## src/rtl/hello_tdest_demux.sv

```systemverilog
// rtl/hello_tdest_demux.sv - packet-level TDEST demultiplexer behind the SRIO HELLO FTYPE router
module hello_tdest_demux #(
   parameter int DATA_W = 64,
   parameter int USER_W = 32,
   parameter int CNT_W  = 16
) (
   input  logic              AXIS_ACLK,
   input  logic              AXIS_ARESET,

   input  logic              S_AXIS_TVALID,
   output logic              S_AXIS_TREADY,
   input  logic [DATA_W-1:0] S_AXIS_TDATA,
   input  logic              S_AXIS_TLAST,
   input  logic [1:0]        S_AXIS_TDEST,
   input  logic [USER_W-1:0] S_AXIS_TUSER,

   output logic              M0_AXIS_TVALID,
   input  logic              M0_AXIS_TREADY,
   output logic [DATA_W-1:0] M0_AXIS_TDATA,
   output logic              M0_AXIS_TLAST,
   output logic [USER_W-1:0] M0_AXIS_TUSER,

   output logic              M1_AXIS_TVALID,
   input  logic              M1_AXIS_TREADY,
   output logic [DATA_W-1:0] M1_AXIS_TDATA,
   output logic              M1_AXIS_TLAST,
   output logic [USER_W-1:0] M1_AXIS_TUSER,

   output logic              M2_AXIS_TVALID,
   input  logic              M2_AXIS_TREADY,
   output logic [DATA_W-1:0] M2_AXIS_TDATA,
   output logic              M2_AXIS_TLAST,
   output logic [USER_W-1:0] M2_AXIS_TUSER,

   output logic [CNT_W-1:0]  drop_count,
   output logic [CNT_W-1:0]  pkt_count_0,
   output logic [CNT_W-1:0]  pkt_count_1,
   output logic [CNT_W-1:0]  pkt_count_2
);

   typedef enum logic [1:0] {
      ST_SOP  = 2'd0,
      ST_FWD  = 2'd1,
      ST_DROP = 2'd2
   } state_t;

   localparam logic [1:0] DEST_DROP = 2'd3;

   state_t              state_q;
   logic [1:0]          dest_q;

   logic                hold_vld_q, hold_vld_d;
   logic [DATA_W-1:0]   hold_data_q, hold_data_d;
   logic                hold_last_q, hold_last_d;
   logic [USER_W-1:0]   hold_user_q, hold_user_d;
   logic [1:0]          hold_dest_q, hold_dest_d;

   logic [CNT_W-1:0]    pkt_cnt_q [3];
   logic [CNT_W-1:0]    pkt_cnt_d [3];
   logic [CNT_W-1:0]    drop_cnt_q, drop_cnt_d;

   logic                sel_ready;
   logic                d_xfr;
   logic                s_ready;
   logic                s_xfr;
   logic                sop_drop;
   logic                load;
   logic [1:0]          load_dest;
   logic                drop_eop;

   // Ready of whichever master the held beat is addressed to
   always_comb begin
      sel_ready = 1'b0;
      case (hold_dest_q)
         2'd0:    sel_ready = M0_AXIS_TREADY;
         2'd1:    sel_ready = M1_AXIS_TREADY;
         default: sel_ready = M2_AXIS_TREADY;
      endcase
   end

   assign d_xfr = hold_vld_q & sel_ready;

   // Ready passes straight through from the selected master so a draining register can refill
   // in the same clock; it is forced low while reset is asserted so no beat is taken then.
   assign s_ready = ~AXIS_ARESET & ((state_q == ST_DROP) | ~hold_vld_q | d_xfr);
   assign s_xfr   = S_AXIS_TVALID & s_ready;

   // A first beat tagged for dest 3 is discarded rather than loaded
   assign sop_drop  = (state_q == ST_SOP) & (S_AXIS_TDEST == DEST_DROP);
   assign load      = s_xfr & ((state_q == ST_FWD) | ((state_q == ST_SOP) & ~sop_drop));
   assign load_dest = (state_q == ST_SOP) ? S_AXIS_TDEST : dest_q;
   assign drop_eop  = s_xfr & S_AXIS_TLAST & (sop_drop | (state_q == ST_DROP));

   // Packet framing state machine; destination is locked on the first beat of each packet
   always_ff @(posedge AXIS_ACLK or posedge AXIS_ARESET) begin
      if (AXIS_ARESET) begin
         state_q <= ST_SOP;
         dest_q  <= 2'd0;
      end else if (s_xfr) begin
         case (state_q)
            ST_SOP: begin
               dest_q <= S_AXIS_TDEST;
               if (!S_AXIS_TLAST) begin
                  state_q <= sop_drop ? ST_DROP : ST_FWD;
               end
            end
            ST_FWD: begin
               if (S_AXIS_TLAST) begin
                  state_q <= ST_SOP;
               end
            end
            ST_DROP: begin
               if (S_AXIS_TLAST) begin
                  state_q <= ST_SOP;
               end
            end
            default: state_q <= ST_SOP;
         endcase
      end
   end

   // Holding register next state: reload on accept (even while draining), else clear on drain
   always_comb begin
      hold_vld_d  = hold_vld_q;
      hold_data_d = hold_data_q;
      hold_last_d = hold_last_q;
      hold_user_d = hold_user_q;
      hold_dest_d = hold_dest_q;
      if (load) begin
         hold_vld_d  = 1'b1;
         hold_data_d = S_AXIS_TDATA;
         hold_last_d = S_AXIS_TLAST;
         hold_user_d = S_AXIS_TUSER;
         hold_dest_d = load_dest;
      end else if (d_xfr) begin
         hold_vld_d  = 1'b0;
      end
   end

   // One-deep output register shared by all three masters
   always_ff @(posedge AXIS_ACLK or posedge AXIS_ARESET) begin
      if (AXIS_ARESET) begin
         hold_vld_q  <= 1'b0;
         hold_data_q <= '0;
         hold_last_q <= 1'b0;
         hold_user_q <= '0;
         hold_dest_q <= 2'd0;
      end else begin
         hold_vld_q  <= hold_vld_d;
         hold_data_q <= hold_data_d;
         hold_last_q <= hold_last_d;
         hold_user_q <= hold_user_d;
         hold_dest_q <= hold_dest_d;
      end
   end

   // Counter next state: per-port counters wrap, the drop counter sticks at all-ones
   always_comb begin
      for (int n = 0; n < 3; n++) begin
         pkt_cnt_d[n] = pkt_cnt_q[n];
         if (d_xfr && hold_last_q && (hold_dest_q == 2'(n))) begin
            pkt_cnt_d[n] = pkt_cnt_q[n] + CNT_W'(1);
         end
      end
      drop_cnt_d = drop_cnt_q;
      if (drop_eop && !(&drop_cnt_q)) begin
         drop_cnt_d = drop_cnt_q + CNT_W'(1);
      end
   end

   // Packet statistics registers
   always_ff @(posedge AXIS_ACLK or posedge AXIS_ARESET) begin
      if (AXIS_ARESET) begin
         for (int n = 0; n < 3; n++) begin
            pkt_cnt_q[n] <= '0;
         end
         drop_cnt_q <= '0;
      end else begin
         for (int n = 0; n < 3; n++) begin
            pkt_cnt_q[n] <= pkt_cnt_d[n];
         end
         drop_cnt_q <= drop_cnt_d;
      end
   end

   assign S_AXIS_TREADY  = s_ready;

   assign M0_AXIS_TVALID = hold_vld_q & (hold_dest_q == 2'd0);
   assign M1_AXIS_TVALID = hold_vld_q & (hold_dest_q == 2'd1);
   assign M2_AXIS_TVALID = hold_vld_q & (hold_dest_q == 2'd2);

   assign M0_AXIS_TDATA  = hold_data_q;
   assign M1_AXIS_TDATA  = hold_data_q;
   assign M2_AXIS_TDATA  = hold_data_q;
   assign M0_AXIS_TLAST  = hold_last_q;
   assign M1_AXIS_TLAST  = hold_last_q;
   assign M2_AXIS_TLAST  = hold_last_q;
   assign M0_AXIS_TUSER  = hold_user_q;
   assign M1_AXIS_TUSER  = hold_user_q;
   assign M2_AXIS_TUSER  = hold_user_q;

   assign drop_count     = drop_cnt_q;
   assign pkt_count_0    = pkt_cnt_q[0];
   assign pkt_count_1    = pkt_cnt_q[1];
   assign pkt_count_2    = pkt_cnt_q[2];

endmodule
```

## config.mk

```make
export PLATFORM = sky130hd
export DESIGN_NAME = hello_tdest_demux
export DESIGN_NICKNAME = d
export VERILOG_FILES = /design/src/rtl/hello_tdest_demux.sv
export SDC_FILE = /design/constraint.sdc
export NUM_CORES = 1
export LEC_CHECK = 0
export ABC_AREA = 0
export CAP_MARGIN = 10
export CORE_AREA = 4 4 178 180
export CTS_BUF_LIST = sky130_fd_sc_hd__clkbuf_8 sky130_fd_sc_hd__clkbuf_16
export CTS_CLUSTER_SIZE = 14
export DETAILED_ROUTE_END_ITERATION = 12
export DIE_AREA = 0 0 182 184
export SLEW_MARGIN = 20
export SYNTH_ARGS = -nofsm -noshare
export SYNTH_HDL_FRONTEND = slang
export SYNTH_SLANG_ARGS = --single-unit
export TNS_END_PERCENT = 50
```

## constraint.sdc

```tcl
create_clock -name AXIS_ACLK -period 14 [get_ports AXIS_ACLK]
set_clock_uncertainty 0.05 [all_clocks]
set_input_delay 2.8 -clock AXIS_ACLK [delete_from_list [all_inputs] [get_ports AXIS_ACLK]]
set_output_delay 2.8 -clock AXIS_ACLK [all_outputs]
set_load 0.005 [all_outputs]
```

# Yosys cells after proc, flatten, opt, wreduce, memory -nomap -nowiden
# Index checks and enable logic that the tools add are counted.
# totals
regBits,168
in_bits,105
output_inout_bits,359
word_cells,60
# classes
n_addsub,4
eq_ne,7
mux,8
bitwise,18
n_reduce_logical,12
# ops
operator,n
$add A16 B1 Y16 const B,4
$reduce_and A16 Y1,1
$and A1 B1 Y1,11
$mux W2,4
$eq A2 B2 Y1 const B,3
$logic_and A1 B1 Y1,5
$eq A2 B1 Y1 const B,2
$logic_not A2 Y1,2
$or A1 B1 Y1,4
$pmux W2 S2,1
$not A1 Y1,3
$reduce_and A3 Y1,1
$mux W1,2
$ne A2 B1 Y1 const B,1
$ne A2 B2 Y1 const B,1
$pmux W1 S2,1
$reduce_bool A2 Y1,1
$reduce_or A2 Y1,1
$logic_not A1 Y1,1

# Logic depth before layout (Yosys ltp)
# depth
ltp_word,9
depth_mapped,9
depth_no_buf,7

# Least setup slack after synthesis
# No wires, ideal clock.
# synth_path
kind,in2reg
startpoint,input port AXIS_ARESET
endpoint,"register hold_data_q[0], in the netlist M0_AXIS_TDATA[0]"
setup_time_ns,0.127
t_arrival_ns,7.638
required_ns,13.823
setup_slack_ns,6.185
path_stages,6
path_buffers,2
cell_sequence,inv_1 nand2_1 a211oi_2 buf_4 buf_6 mux2_1
# synth_via
elab_chain_cells,4
# synth_lines
element,line,rtl
start: declaration,8,"input logic AXIS_ARESET,"
$not A1 Y1,85,assign s_ready = ~AXIS_ARESET & ((state_q == ST_DROP) | ~hold_vld_q | d_xfr);
$and A1 B1 Y1,85,
$and A1 B1 Y1,86,assign s_xfr = S_AXIS_TVALID & s_ready;
$and A1 B1 Y1,90,assign load = s_xfr & ((state_q == ST_FWD) | ((state_q == ST_SOP) & ~sop_drop));
end signal: assignment,150,hold_data_q <= hold_data_d;
end: declaration,53,"logic [DATA_W-1:0] hold_data_q, hold_data_d;"
# Every way passes these cells.
# A chain may end at the register's enable or synchronous reset.

# Worst setup path in the final report
# layout_path
startpoint,input port M2_AXIS_TREADY
endpoint,output port S_AXIS_TREADY
# layout_via
elab_chain_cells,4
# layout_lines
element,line,rtl
start: declaration,30,"input logic M2_AXIS_TREADY,"
$pmux W1 S2,74,case (hold_dest_q)
$and A1 B1 Y1,81,assign d_xfr = hold_vld_q & sel_ready;
$or A1 B1 Y1,85,
$and A1 B1 Y1,85,
end: declaration,11,"output logic S_AXIS_TREADY,"
# Every way passes these cells.

==> impl_metrics.csv <==
group,metric,value,unit
run_status,status,"complete, no violations",
flow_run,maxCapViolations,0,
pwr,p_leak,5.219,nW
grt,antenna_found_initial,0,
clock_tree,cts_sinks,168,
worst_setup_path,critPathBufInv,2,
finish,fin_nets,1093,
floorplanning,rows,64,
pwr,swShare,29.83,%
worst_setup_path,cp_slowest_cell,"clkdlybuf4s50_1",
grt,grt-ovfl-total,0,
synth,synth_async_sr_flop_share,100.0,%
placement,gp_congestion,0.7940,
synth,ys_types,39,
synth,syn_nets,817,
worst_setup_path,critPathMaxFanout,4,
detailed_routing,drtIter0Drc,208,
floorplanning,dieArea,33490,sq um
worst_setup_path,critical_path.top_delay_family,"buffers and inverters",
floorplanning,initial_core_util,28.17,%
finish,final_cell_mix,"clkdlybuf4s50_1, dfrtp_1, mux2_1",
sta,drv_slew,0,
floorplanning,fp.dieW,182,um
detailed_routing,ant_nets,0,
worst_setup_path,arrival,4.50,ns
worst_setup_path,path_common_cell,"clkdlybuf4s50_1",
synth,postSynthAreaPerCell,12.06,sq um
detailed_routing,drt_drc_violations_left,0,
pwr,netSwitchingPower,766.3,uW
floorplanning,io_pins,464,
synth,syn_inst,705,
clock_tree,hold_buffers,0,
synth,ys_seq_area_share,49.43,%
detailed_routing,drt-pass1-iter-count,4,
worst_setup_path,max_stage_delay,0.57,ns
worst_setup_path,endpoint_kind,"primary output",
sta,setup_violations,0,
placement,dp_hpwl,19.59,mm
synth,synth.ff_latch_count,168,
clock_tree,clockBufferDepth,2,
sta,period_minus_slack,7.353,ns
worst_setup_path,path_cells,"clkdlybuf4s50_1 -> and3b_1 -> a21o_1 -> a21oi_1 -> clkdlybuf4s50_1",
synth,yosys_most_used_dff,"dfrtp_1",
synth,synth-edff-count,0,
clock_tree,ctsResizeCount,0,
grt,grt_use_total,14.58,%
sta,slew_headroom,36.10,%
pwr,powerDensity,202.7,nW/um^2
worst_setup_path,start_kind,"input pin",
finish,n_antenna_cell,0,
detailed_routing,wirelength,25.26,mm
grt,grt_pass1_vias,6090,
clock_tree,cts_root_buf,"clkbuf_16",
detailed_routing,vias,5989,
pwr,p_int,1.802,mW
sta,fin_crit_sh,52.52,%
finish,final_area,12670,sq um
detailed_routing,wire_per_inst,18.17,um
floorplanning,die_y,184,um
clock_tree,cts.clk_slew.worst_paths,0.06,ns
sta,max_freq,136.0,MHz
sta,hold_viol,0,
sta,finalSetupTns,0,ns
placement,port_buffers,463,
pwr,clockPowerShare,19.2,%
finish,syn2layout_area_growth,49.01,%
pwr,seqPwrFrac,33.4,%
synth,syn_area,8506,sq um
finish,final_common_cell,"clkdlybuf4s50_1",
sta,rsz0062_at_grt,"false",
clock_tree,post-cts-setup-buffers,0,
grt,grt_max_degree,71,
floorplanning,core_area,30190,sq um
clock_tree,cts_buffers,17,
hold_path,holdCritPathClass,"reg2reg",
worst_setup_path,required,11.15,ns
clock_tree,insertion_delay,0.42,ns
pwr,irDropWorstVdd,0.09649,mV
detailed_routing,viasPerCell,4.309,
placement,place_area,12070,sq um
clock_tree,htree_levels,4,
finish,drive_above_1_share,6.740,%
clock_tree,cts_tree,"built",
synth,yosysWarnings,0,
worst_setup_path,criticalPathCategory,"in2out",
sta,worst_pin_slew,0.9584,ns
pwr,pwr-share-comb,47.4,%
grt,grt_pass1_wl,38.03,mm
## worst paths after layout
| path | to | depth (start not counted) | start | slack [ns] |
|---|---|---|---|---|
| min reg2reg | pkt_count_1[15] | 1 | pkt_count_1[15] | 0.42 |
| max in group asynchronous | M0_AXIS_TDATA[29] | 3 | AXIS_ARESET | 9.80 |
| min | pkt_count_1[15] | 1 | pkt_count_1[15] | 0.42 |
| max reg2reg | M0_AXIS_TDATA[20] | 7 | state_q[0] | 10.72 |
| min in group asynchronous | M0_AXIS_TDATA[60] | 2 | AXIS_ARESET | 2.77 |
| max | S_AXIS_TREADY | 5 | M2_AXIS_TREADY | 6.65 |
## power groups by stage
stage          combinational (mW)  sequential (mW)  clock [mW]
2_1_floorplan               0.660            0.813           0
3_3_place_gp                 1.23            0.863           0
3_5_place_dp                 1.24            0.871           0
4_1_cts                      1.24            0.864       0.514
5_1_grt                      1.30            0.895       0.533
6_report                     1.22            0.857       0.494
## flip-flops by register name, indices dropped and copies added (netlist names)
signal / flops
M0_AXIS_TLAST: 1
pkt_count_0: 16
dest_q: 2
hold_vld_q: 1
pkt_count_1: 16
M0_AXIS_TUSER: 32
state_q: 2
M0_AXIS_TDATA: 64
hold_dest_q: 2
pkt_count_2: 16
drop_count: 16
## synth_stat cells (6+ instances only)
cell / instances / area, sq um
xor2_1: 25 / 219.0
nand4_1: 20 / 125.1
nor4_2: 6 / 75.07
dfrtp_1: 168 / 4204
nor3_1: 7 / 35.03
ha_1: 7 / 87.58
mux2_1: 86 / 968.4
nand2_1: 19 / 71.32
inv_1: 10 / 37.54
nand3_1: 29 / 145.1
buf_6: 11 / 123.9
xnor2_1: 33 / 289.0
buf_4: 195 / 1464
nor2_1: 17 / 63.81
mux2_2: 19 / 214.0
## metal layers
metal / GRT usage (%) / wire length, um / vias up
met5: 0 / 0 / -
met4: 3.032 / 267 / 0
met3: 3.759 / 1737 / 12
met2: 26.50 / 13370 / 260
met1: 17.47 / 9890 / 2979
li1: - / - / 2738
## final cells by class
class                      instances  area, sq um
clock inverter                    15        175.2
multi-input combinational        316         2660
fill                            2877        17510
tap                              396        495.5
sequential                       168         4204
clock buffer                      17        425.4
timing repair buffer             468         4672
inverter                          10        42.54
## cells by family (layout without fill, tap and decap cells)
family / after synthesis / count (layout) / share of synthesized area, %
fa+ha+maj: 7 / 7 / 1.030
flops: 168 / 168 / 49.43
buf+inv: 221 / 510 / 19.39
mux: 108 / 108 / 14.25
simple gates: 128 / 128 / 8.753
xor+xnor: 58 / 58 / 5.972
compound gates: 15 / 15 / 1.177
## stage by stage
step / std cells / setup slack, ns / total power, mW / hold slack, ns / utilization [%]
after floorplan: 705 / 6.185 / 1.473 / 0.4147 / -
after global placement: 1358 / 6.685 / 2.093 / 0.4101 / 40.00
after detailed placement: 1358 / 6.671 / 2.110 / 0.4199 / 40.00
after CTS: 1390 / 6.673 / 2.622 / 0.4288 / 41.98
after global routing: 1390 / 6.588 / 2.728 / 0.4523 / 41.98
final: 1390 / 6.647 / 2.569 / 0.4176 / 41.98
No activity file was read; power rests on OpenSTA's default activity.
